[config.mk]
export PLATFORM = sky130hd
export DESIGN_NAME = bcd_value_editor
export DESIGN_NICKNAME = d
export VERILOG_FILES = /design/src/rtl/bcd_value_editor_pkg.sv /design/src/rtl/bcd_value_editor_pulse_edge.sv /design/src/rtl/bcd_value_editor.sv
export SDC_FILE = /design/constraint.sdc
export NUM_CORES = 1
export LEC_CHECK = 0
export BUFFER_PORTS_ARGS = -buffer_cell sky130_fd_sc_hd__buf_2
export CAP_MARGIN = 40
export CORE_ASPECT_RATIO = 0.9
export CORE_MARGIN = 4
export CORE_UTILIZATION = 57
export CTS_CLUSTER_SIZE = 28
export DETAILED_ROUTE_END_ITERATION = 16
export PLACE_DENSITY = 0.86
export REMOVE_ABC_BUFFERS = 1
export SYNTH_ARGS = -nofsm -noshare
export SYNTH_HDL_FRONTEND = slang
export SYNTH_HIERARCHICAL = 1
export SYNTH_SLANG_ARGS = --single-unit
[constraint.sdc]
create_clock -name clk -period 2.4 [get_ports clk]
set_input_delay 0.36 -clock clk [delete_from_list [all_inputs] [get_ports clk]]
set_output_delay 0.36 -clock clk [all_outputs]
set_load 0.01 [all_outputs]
[src/rtl/bcd_value_editor_pkg.sv]
// bcd_value_editor_pkg: shared FSM states, BCD limits, button priority and digit helpers
package bcd_value_editor_pkg;

    localparam logic [0:0] ST_LOCKED = 1'b0;
    localparam logic [0:0] ST_EDIT   = 1'b1;
    localparam logic [3:0] BCD_MAX   = 4'd9;

    // Bit index in the event vector doubles as priority: lower index wins.
    typedef enum logic [2:0] {
        BTN_CENTER = 3'd0,
        BTN_UP     = 3'd1,
        BTN_DOWN   = 3'd2,
        BTN_LEFT   = 3'd3,
        BTN_RIGHT  = 3'd4
    } btn_e;

    localparam int NUM_BTN = 5;

    // Keep only the lowest set bit, i.e. the highest-priority event.
    function automatic logic [NUM_BTN-1:0] first_event(input logic [NUM_BTN-1:0] ev);
        return ev & (~ev + NUM_BTN'(1));
    endfunction

    function automatic logic [3:0] bcd_inc(input logic [3:0] d);
        return (d >= BCD_MAX) ? 4'd0 : d + 4'd1;
    endfunction

    function automatic logic [3:0] bcd_dec(input logic [3:0] d);
        return (d == 4'd0) ? BCD_MAX : d - 4'd1;
    endfunction

endpackage

[src/rtl/bcd_value_editor_pulse_edge.sv]
// bcd_value_editor_pulse_edge: 2-flop synchronizer plus rising-edge detector
//   clk  : system clock
//   rst  : asynchronous active-low reset
//   din  : asynchronous level input
//   rise : one-cycle event per low-to-high transition of din
module bcd_value_editor_pulse_edge (
    input  logic clk,
    input  logic rst,
    input  logic din,
    output logic rise
);

    logic s1, s2, prev;

    always_ff @(posedge clk or negedge rst) begin
        if (!rst) begin
            s1   <= 1'b0;
            s2   <= 1'b0;
            prev <= 1'b0;
        end else begin
            s1   <= din;
            s2   <= s1;
            prev <= s2;
        end
    end

    // Driven only by flops, so no input reaches the outputs combinationally.
    assign rise = s2 & ~prev;

endmodule

[src/rtl/bcd_value_editor.sv]
// bcd_value_editor: button-driven digit-by-digit editor for a BCD setpoint
//   clk, rst (async active-low)
//   btn_up/down/left/right/center : press pulses from the slow domain
//   work_value   : working copy being edited (digit 0 = bits [3:0])
//   commit_value : last committed value
//   cursor       : selected digit index
//   edit_mode    : high while editing
//   commit       : one-cycle strobe when commit_value updates
import bcd_value_editor_pkg::*;

module bcd_value_editor #(
    parameter int DIGITS = 4,
    parameter int CUR_W  = 2
) (
    input  logic                  clk,
    input  logic                  rst,
    input  logic                  btn_up,
    input  logic                  btn_down,
    input  logic                  btn_left,
    input  logic                  btn_right,
    input  logic                  btn_center,
    output logic [4*DIGITS-1:0]   work_value,
    output logic [4*DIGITS-1:0]   commit_value,
    output logic [CUR_W-1:0]      cursor,
    output logic                  edit_mode,
    output logic                  commit
);

    logic [NUM_BTN-1:0]  raw, ev, act;
    logic [0:0]          state;
    logic [4*DIGITS-1:0] work_nxt;

    assign raw[BTN_CENTER] = btn_center;
    assign raw[BTN_UP]     = btn_up;
    assign raw[BTN_DOWN]   = btn_down;
    assign raw[BTN_LEFT]   = btn_left;
    assign raw[BTN_RIGHT]  = btn_right;

    for (genvar b = 0; b < NUM_BTN; b++) begin : g_btn
        bcd_value_editor_pulse_edge u_edge (
            .clk  (clk),
            .rst  (rst),
            .din  (raw[b]),
            .rise (ev[b])
        );
    end

    assign act = first_event(ev);

    // Only the digit under the cursor changes; no carry or borrow between digits.
    for (genvar g = 0; g < DIGITS; g++) begin : g_digit
        logic [3:0] d;
        logic       sel;
        assign d   = work_value[4*g +: 4];
        assign sel = cursor == CUR_W'(g);
        assign work_nxt[4*g +: 4] = !sel           ? d :
                                    act[BTN_UP]    ? bcd_inc(d) :
                                    act[BTN_DOWN]  ? bcd_dec(d) : d;
    end

    assign edit_mode = state == ST_EDIT;

    always_ff @(posedge clk or negedge rst) begin
        if (!rst) begin
            state        <= ST_LOCKED;
            work_value   <= '0;
            commit_value <= '0;
            cursor       <= '0;
            commit       <= 1'b0;
        end else begin
            commit <= 1'b0;
            if (state == ST_LOCKED) begin
                if (act[BTN_CENTER]) begin
                    state      <= ST_EDIT;
                    work_value <= commit_value;
                    cursor     <= '0;
                end
            end else if (act[BTN_CENTER]) begin
                state        <= ST_LOCKED;
                commit_value <= work_value;
                commit       <= 1'b1;
            end else if (act[BTN_UP] || act[BTN_DOWN]) begin
                work_value <= work_nxt;
            end else if (act[BTN_LEFT]) begin
                cursor <= (cursor == CUR_W'(DIGITS-1)) ? '0 : cursor + CUR_W'(1);
            end else if (act[BTN_RIGHT]) begin
                cursor <= (cursor == '0) ? CUR_W'(DIGITS-1) : cursor - CUR_W'(1);
            end
        end
    end

endmodule

==> flow_summary.json <==
{
  "status": "finished clean",
  "path_delay_family": "compound AO/OA/AOI/OAI gates",
  "finClkSkew_ns": 0.00676,
  "hold_viol": 0,
  "path_buf_inv": 1,
  "async_reset_ff_share_pct": 100,
  "dp_hpwl_microns": 4120,
  "r2r_setup_slack_ns": 0.35,
  "setup_viol": 0,
  "slew_headroom_pct": 53.7,
  "cts_sinks": 51,
  "seq_area_frac_synth_pct": 44.8,
  "layout_setup_ws_ns": 0.349,
  "insertion_delay_ns": 0.30,
  "max_freq_ghz": 0.487,
  "final_area_sq_um": 3240,
  "grt_max_degree": 25,
  "hold_buffers": 0,
  "cpMaxStageDelayCell": "dfrtp_1",
  "dr.pass1.iters": 4,
  "wl_microns": 5800,
  "grt_setup_unrepaired": "false",
  "vias": 2218,
  "clockBufferDepth": 2,
  "ys_types": 54,
  "die_area_sq_um": 6190,
  "vias_per_cell": 5.73,
  "avgSynthCellArea_sq_um": 10.3,
  "hold_class": "in2async",
  "placed_area_sq_um": 3140,
  "core-area_sq_um": 4830,
  "synth_top_flop_cell": "dfrtp_1",
  "drv_slew": 0,
  "rows": 24,
  "chipWidth_microns": 82.5,
  "antenna_found_initial": 0,
  "yosys_register_bits": 51,
  "p_per_area_nw_per_um2": 1240,
  "whs_ns": 0.0411,
  "start_kind": "flop",
  "drc": 0,
  "crit_path_end_kind": "flop",
  "period_share_pct": 85.5,
  "cts-root-buf": "clkbuf_8",
  "critical_path_arrival_ns": 2.22,
  "track_usage_pct": 20.2,
  "drt_iter0_drc": 113,
  "grt_pass1_vias": 2079,
  "initial_utilization_pct": 58.9,
  "layout_commonest_cell": "dfrtp_1",
  "area_growth_syn_to_layout_pct": 13.7,
  "grt_pass1_wl_microns": 9660,
  "synth-edff-count": 0,
  "cts_setup_buffers": 0,
  "slowest_delay_ns": 0.40,
  "netlist_area_sq_um": 2850,
  "num_antenna_cells": 0,
  "final_antenna_net_count": 0,
  "required_ns": 2.56,
  "dpl_worst_slack_ns": 0.375,
  "period_minus_slack_ns": 2.05,
  "cp_max_fo": 10,
  "ir_drop_v": 0.000580,
  "ys_warn_count": 6,
  "drive_above_1_share_pct": 25.8,
  "total_power_mw": 4.01,
  "cts_resized": 0,
  "worst_pin_slew_ns": 0.684,
  "cts_made_buffers": 5,
  "cts_tree": "done",
  "path_clk_slew_ns": 0.08,
  "finalWeightedCongestion": 0.928,
  "fin_nets": 348,
  "port_buffers": 42,
  "die_y_microns": 75.1,
  "path_class": "reg2reg",
  "syn_inst": 276,
  "io_pins": 43,
  "gr-total-overflow": 0,
  "cts.htree.levels": 2,
  "final_cell_mix": "51 x dfrtp_1, 42 x buf_2, 26 x nor2_1",
  "p_leak_nw": 1.53,
  "maxCapViolCount": 0,
  "path_cells": "nor2b_4 -> inv_1 -> ha_1 -> nor2_1 -> o211ai_1 -> o21ai_0 -> o31ai_1",
  "routedWlPerCell_microns": 15.0
}
-- flip-flops by register name, indices dropped and copies added (netlist names) --
| register | count |
|---|---|
| g_btn.u_edge/s2 | 5 |
| cursor | 2 |
| edit_mode | 1 |
| g_btn.u_edge/s1 | 5 |
| work_value | 16 |
| g_btn.u_edge/prev | 5 |
| commit_value | 16 |
| commit | 1 |
-- stage by stage --
| step | TNS, ns | utilization [%] | instances |
|---|---|---|---|
| final | 0 | 67.0 | 387 |
| after global routing | 0 | 67.0 | 387 |
| after CTS | 0 | 67.0 | 387 |
| after detailed placement | 0 | 65.0 | 379 |
| after global placement | 0 | 65.0 | 379 |
| after floorplan | -0.0952 | - | 264 |
-- area by class of cell --
type,count,area (sq um)
Clock buffer,8,100
Timing Repair Buffer,50,270
Inverter,18,67.6
Sequential cell,51,1280
Fill cell,383,1590
Multi-Input combinational cell,195,1450
Tap cell,65,81.3
-- kinds of logic after synthesis --
logic type      Yosys count  synth area share [%]
compound gates           73                  18.4
xor+xnor                  5                  1.54
fa+ha+maj                20                  8.78
buf+inv                  30                  4.48
flops                    51                  44.8
mux                      16                  6.28
simple gates             81                  15.7
-- power by group --
part | switching, mW | leakage, nW | internal [mW] | total (mW)
logic | 1.06 | 0.847 | 0.903 | 1.96
clock network | 0.259 | 0.0515 | 0.263 | 0.522
registers | 0.387 | 0.628 | 1.14 | 1.53
-- path summary, 6_finish.rpt --
| path | start | to | cells after the start |
|---|---|---|---|
| worst max-delay path | g_btn[0].u_edge/prev | work_value[15] | 7 |
| worst min-delay path | rst | work_value[15] | 1 |
| worst max register to register | g_btn[0].u_edge/prev | work_value[15] | 7 |
| worst min register to register | g_btn[0].u_edge/s1 | g_btn[0].u_edge/s2 | 0 |
| max in group asynchronous | rst | g_btn[0].u_edge/prev | 2 |
| min in group clk | btn_left | g_btn[3].u_edge/s1 | 1 |
-- synth_stat cells, types with 2 or more instances --
master / count / area [sq um]
a311o_1: 2 / 20.0
xnor2_1: 2 / 17.5
dfrtp_1: 51 / 1280
a21oi_1: 9 / 45.0
nor2b_4: 5 / 68.8
o221ai_1: 4 / 35.0
buf_1: 3 / 11.3
inv_1: 17 / 63.8
nand2b_1: 4 / 25.0
ha_1: 20 / 250
o31ai_1: 6 / 45.0
clkbuf_1: 4 / 15.0
buf_2: 3 / 15.0
nor2b_1: 2 / 12.5
nor3b_1: 4 / 30.0
nand2_1: 19 / 71.3
nand4_1: 2 / 12.5
o311ai_0: 3 / 26.3
xor2_1: 3 / 26.3
nand3_1: 5 / 25.0
a31oi_1: 7 / 43.8
a22o_1: 4 / 35.0
mux2_2: 15 / 169
o211ai_1: 4 / 30.0
o21ai_0: 18 / 90.1
a211oi_1: 3 / 22.5
nor2_1: 26 / 97.6
a311oi_1: 2 / 17.5
nor3_1: 4 / 20.0
-- metal layers --
metal	track usage [%]	vias to the layer above	wire [microns]
met4	7.08	0	80
met5	0	-	0
met2	31.1	65	2770
met3	3.71	8	291
li1	-	1089	-
met1	28.9	1056	2660
Power figures use the tool's default switching activity.
